===== config.mk =====
export PLATFORM = sky130hd
export DESIGN_NAME = snake_length_ctrl
export DESIGN_NICKNAME = d
export VERILOG_FILES = /design/src/rtl/snake_length_ctrl.sv
export SDC_FILE = /design/constraint.sdc
export NUM_CORES = 1
export LEC_CHECK = 0
export ABC_AREA = 1
export BUFFER_PORTS_ARGS = -buffer_cell sky130_fd_sc_hd__buf_4
export CAP_MARGIN = 20
export CORE_ASPECT_RATIO = 1.5
export CORE_MARGIN = 2
export CORE_UTILIZATION = 25
export DETAILED_ROUTE_END_ITERATION = 10
export SLEW_MARGIN = 20
export SYNTH_ARGS = -nofsm -noshare
export SYNTH_HDL_FRONTEND = slang
export SYNTH_SLANG_ARGS = --single-unit

===== constraint.sdc =====
create_clock -name clk -period 3 [get_ports clk]
set_input_delay 0.15 -clock clk [delete_from_list [all_inputs] [get_ports clk]]
set_output_delay 0.15 -clock clk [all_outputs]
set_load 0.02 [all_outputs]

===== src/rtl/snake_length_ctrl.sv =====
// snake_length_ctrl
//   Producer side of the snake-length interface. It tracks game state and snake
//   length from game-step and food/collision events. Food that arrives between
//   ticks is held in a small saturating counter, and at most one growth step is
//   applied per tick.
//
//   state | meaning
//   IDLE  | waiting for the first restart press
//   PLAY  | game running; growth applied on ticks
//   OVER  | collision seen; length frozen
//   WIN   | length reached MAX_LEN; length frozen
//
// Ports
//   clk       in   system clock, rising edge
//   rst       in   synchronous active-high reset
//   tick      in   one-cycle game-step strobe
//   eat       in   one-cycle pulse, head reached food
//   hit       in   one-cycle pulse, collision detected
//   restart   in   synchronized start-button level (rising edge used)
//   length    out  [2:0] current snake length, 0..MAX_LEN
//   grow      out  one-cycle pulse, body extends this step
//   playing   out  high in PLAY
//   game_over out  high in OVER
//   game_win  out  high in WIN
module snake_length_ctrl #(
  parameter int MAX_LEN  = 6,
  parameter int PEND_MAX = 3
) (
  input  logic       clk,
  input  logic       rst,
  input  logic       tick,
  input  logic       eat,
  input  logic       hit,
  input  logic       restart,
  output logic [2:0] length,
  output logic       grow,
  output logic       playing,
  output logic       game_over,
  output logic       game_win
);

  localparam logic [2:0] MAX_LEN_L   = 3'(MAX_LEN);
  localparam logic [2:0] PEND_MAX_L3 = 3'(PEND_MAX);
  localparam logic [1:0] PEND_MAX_L  = 2'(PEND_MAX);

  typedef enum logic [1:0] {
    ST_IDLE = 2'd0,
    ST_PLAY = 2'd1,
    ST_OVER = 2'd2,
    ST_WIN  = 2'd3
  } state_t;

  state_t     state_q, state_d;
  logic [2:0] length_q, length_d;
  logic [1:0] pending_q, pending_d;
  logic       grow_q, grow_d;
  logic       restart_q, restart_d;

  logic       restart_rise;
  logic       consume;
  logic [2:0] pend_sum;
  logic [2:0] length_inc;

  assign restart_rise = restart & ~restart_q;
  // A tick only consumes growth if there is buffered food or food arriving now.
  assign consume      = tick & ((pending_q != 2'd0) | eat);
  // Cannot underflow: consume implies pending_q != 0 or eat.
  assign pend_sum     = {1'b0, pending_q} + {2'b00, eat} - {2'b00, consume};
  assign length_inc   = length_q + 3'd1;

  always_comb begin
    state_d   = state_q;
    length_d  = length_q;
    pending_d = pending_q;
    grow_d    = 1'b0;
    restart_d = restart;

    unique case (state_q)
      ST_IDLE: begin
        if (restart_rise) begin
          state_d   = ST_PLAY;
          length_d  = 3'd0;
          pending_d = 2'd0;
        end
      end
      ST_PLAY: begin
        if (restart_rise) begin
          length_d  = 3'd0;
          pending_d = 2'd0;
        end else if (hit) begin
          state_d   = ST_OVER;
          pending_d = 2'd0;
        end else begin
          pending_d = (pend_sum > PEND_MAX_L3) ? PEND_MAX_L : pend_sum[1:0];
          if (consume) begin
            length_d = length_inc;
            grow_d   = 1'b1;
            if (length_inc == MAX_LEN_L) begin
              state_d   = ST_WIN;
              pending_d = 2'd0;
            end
          end
        end
      end
      ST_OVER, ST_WIN: begin
        if (restart_rise) begin
          state_d   = ST_PLAY;
          length_d  = 3'd0;
          pending_d = 2'd0;
        end
      end
      default: state_d = ST_IDLE;
    endcase
  end

  always_ff @(posedge clk) begin
    if (rst) begin
      state_q   <= ST_IDLE;
      length_q  <= 3'd0;
      pending_q <= 2'd0;
      grow_q    <= 1'b0;
      restart_q <= 1'b0;
    end else begin
      state_q   <= state_d;
      length_q  <= length_d;
      pending_q <= pending_d;
      grow_q    <= grow_d;
      restart_q <= restart_d;
    end
  end

  assign length    = length_q;
  assign grow      = grow_q;
  assign playing   = (state_q == ST_PLAY);
  assign game_over = (state_q == ST_OVER);
  assign game_win  = (state_q == ST_WIN);

endmodule


==> impl_results.md <==
- Reg-to-Reg End: pending_q[0]$_SDFFE_PP0P_
- P&R area growth vs syn: 24.6%
- Die W: 43.6 um
- Yosys top cell area share: 30.6%
- Commonest cells in the netlist: inv_1 (18), nand2_1 (13), dfxtp_1 (9)
- Most common cell in the netlist: inv_1
- Reg-to-Reg Start: pending_q[1]$_SDFFE_PP0P_
- Post-Syn Instances: 81
- WP buf/inv: 2
- Clk_skew: 8.09 ps
- TritonCTS clock tree: yes
- Max-slew headroom: 88.0%
- Worst Tran Pin Value: 180 ps
- Async SR Flop Fraction: 0%
- CTS Root Cell: clkbuf_4
- DR DRC count: 0
- Post-synth net total: 92
- # resized after CTS: 0
- Peak supply drop: 0.135 mV
- Fin crit share: 75.1%
- Crit-path max FO: 5
- Grt total ovfl: 0
- CTS buffer count: 3
- CP max-delay cell: fa_1
- DRT Wirelength: 1200 um
- First-pass GRT wire length: 2190 um
- Number of global-route vias before repair: 551
- Worst-Skew Late Latency: 260 ps
- DP Worst Slack: 773 ps
- Avg Cell Area, Syn: 7.28 um2
- Ys Warns: 0
- Crit path DAT: 2450 ps
- Core area: 2230 um2
- HPWL Detailed: 952 um
- CP Cell Sequence: nor2_1 -> nand2_1 -> nand2_4 -> inv_1 -> ha_1 -> inv_1 -> ha_1 -> fa_1 -> or2_2 -> nand3b_1 -> nand3_1 -> a21oi_1
- Distinct cells, synth: 20
- Flops & latches, synth: 9
- FP Rows: 21
- Worst Setup End Kind: flip-flop
- Critical hold path startpoint: rst
- Static Leak: 0.000382 uW
- CTS Hold Buffers Added: 0
- Share of layout cells above drive strength 1: 26.8%
- RePlAce Congestion: 0.754
- Number of diodes: 0
- Startpoint types: flip-flop
- Max incr delay on CP: 390 ps
- WP data required: 3190 ps
- Top cell type by total area after synthesis: dfxtp_1
- Fin area: 734 um2
- Hold Path Class: input port to flip-flop
- H-tree levels: 1
- CP top delay family: adder cells
- Pin count of the biggest net entering global routing: 10
- Placed cell area: 708 um2
- Worst Hold Depth: 2
- Final worst slack: 747 ps
- Final setup fails: 0
- Initial antenna violation count: 0
- Slew Viols, Final: 0
- Pwr per Cell Area: 429 nW/um2
- Post-CTS setup buffers: 0
- Via count: 543
- Fin. Hold Viols: 0
- Post-placement cell count: 116
- Initial Utilization: 26.4%
- WHS Endpoint: state_q[1]$_SDFFE_PP0P_
- Clock-pin transition on the worst setup and hold timing paths: 70 ps
- GRT Total Usage: 10.3%
- Main synth FF type: dfxtp_1
- CTS Sinks: 9
- Routed Antenna Nets: 0
- Kind of critical path: flip-flop to flip-flop
- Seq/Total Area, Yosys: 30.6%
- Highest Clock Rate: 444 MHz
- Die height: 63.5 um
- I/O Buffers: 12
- Min Tclk post-route: 2250 ps
- R2R Setup Slk: 750 ps
- Number of top-level pins: 13
- Die ar.: 2770 um2
- Post-synth EDFFs: 0
- Status: completed
- Synth top area cells: dfxtp_1 (31%), inv_1 (11%), ha_1 (8.5%)
- Nets: 109
- Unrepaired setup endpoints after global routing: false
- Final setup TNS: 0 ps
- DRT Pass-1 Iters: 4
- Worst R2R Path Depth: 12
- DR iter-0 viols: 4
- Final Non-Filler Cells: 120
- Post-layout util: 32.9%
- Cell Area, Synth: 589 um2
- Filler Cells Inserted: 241
- Max clock buf depth: 2
- Via-to-Cell Ratio: 4.53
- Post-DR wirelength/cell: 9.98 um
- Maxcap violations: 0
logic make-up (layout without fill, tap and decap cells):
group | count (synthesis) | after routing | synth area share (%)
adder cells (fa/ha/maj) | 5 | 5 | 11.9
flip-flops | 9 | 9 | 30.6
buffers and inverters | 19 | 35 | 12.1
AO/OA/AOI/OAI | 10 | 10 | 9.55
AND/OR/NAND/NOR | 38 | 38 | 35.9
worst max path at each step:
stage / cells past startpoint / to / startpoint / slack [ps]
detailed placement: 12 / pending_q[1]$_SDFFE_PP0P_ / pending_q[1]$_SDFFE_PP0P_ / 770
global route: 12 / pending_q[1]$_SDFFE_PP0P_ / pending_q[1]$_SDFFE_PP0P_ / 600
floorplan: 12 / pending_q[1]$_SDFFE_PP0P_ / pending_q[1]$_SDFFE_PP0P_ / 930
CTS: 12 / pending_q[1]$_SDFFE_PP0P_ / pending_q[1]$_SDFFE_PP0P_ / 760
global placement: 12 / pending_q[1]$_SDFFE_PP0P_ / pending_q[1]$_SDFFE_PP0P_ / 840
finish: 12 / pending_q[0]$_SDFFE_PP0P_ / pending_q[1]$_SDFFE_PP0P_ / 750
layout by cell type (no fill, tap or decap), types with 2 or more instances in the layout:
master	synthesis	layout
clkbuf_4	0	3
nand3_1	6	6
nand2_2	2	2
nand3b_1	2	2
a21oi_1	7	7
nor2_2	2	2
ha_1	4	4
nor2_4	2	2
nand2_1	13	13
dfxtp_1	9	9
buf_4	0	12
inv_1	18	18
nor2_1	7	7
sequential cells by signal (all words and copies together) (netlist names):
name	count
pending_q	2
state_q	2
restart_q	1
length	3
grow	1
per-stage QoR:
stage	total power, uW	hold slack [ps]
detailed placement	223	369
CTS	318	88.8
global placement	220	368
global route	337	101
finish	315	90.0
floorplan	195	219
final cells by class:
class | instances | area [um2] | area share [%]
multi-input combinational | 53 | 338 | 46.0
sequential | 9 | 180 | 24.5
timing repair buffer | 12 | 90.1 | 12.3
inverter | 19 | 71.3 | 9.71
tap | 23 | 28.8 | 3.92
clock buffer | 4 | 26.3 | 3.58
layer usage:
metal | track usage, % | share of wire, %
met1 | 11.1 | 39
met2 | 18.4 | 56
met3 | 1.43 | 3.3
met4 | 5.68 | 1.8
met5 | 0 | 0
where the power goes:
| group | internal [uW] | switching, uW |
|---|---|---|
| Sequential | 126 | 5.78 |
| Combinational | 35.2 | 52.7 |
| Clock | 51.3 | 44.1 |
Power figures use the tool's default switching activity.
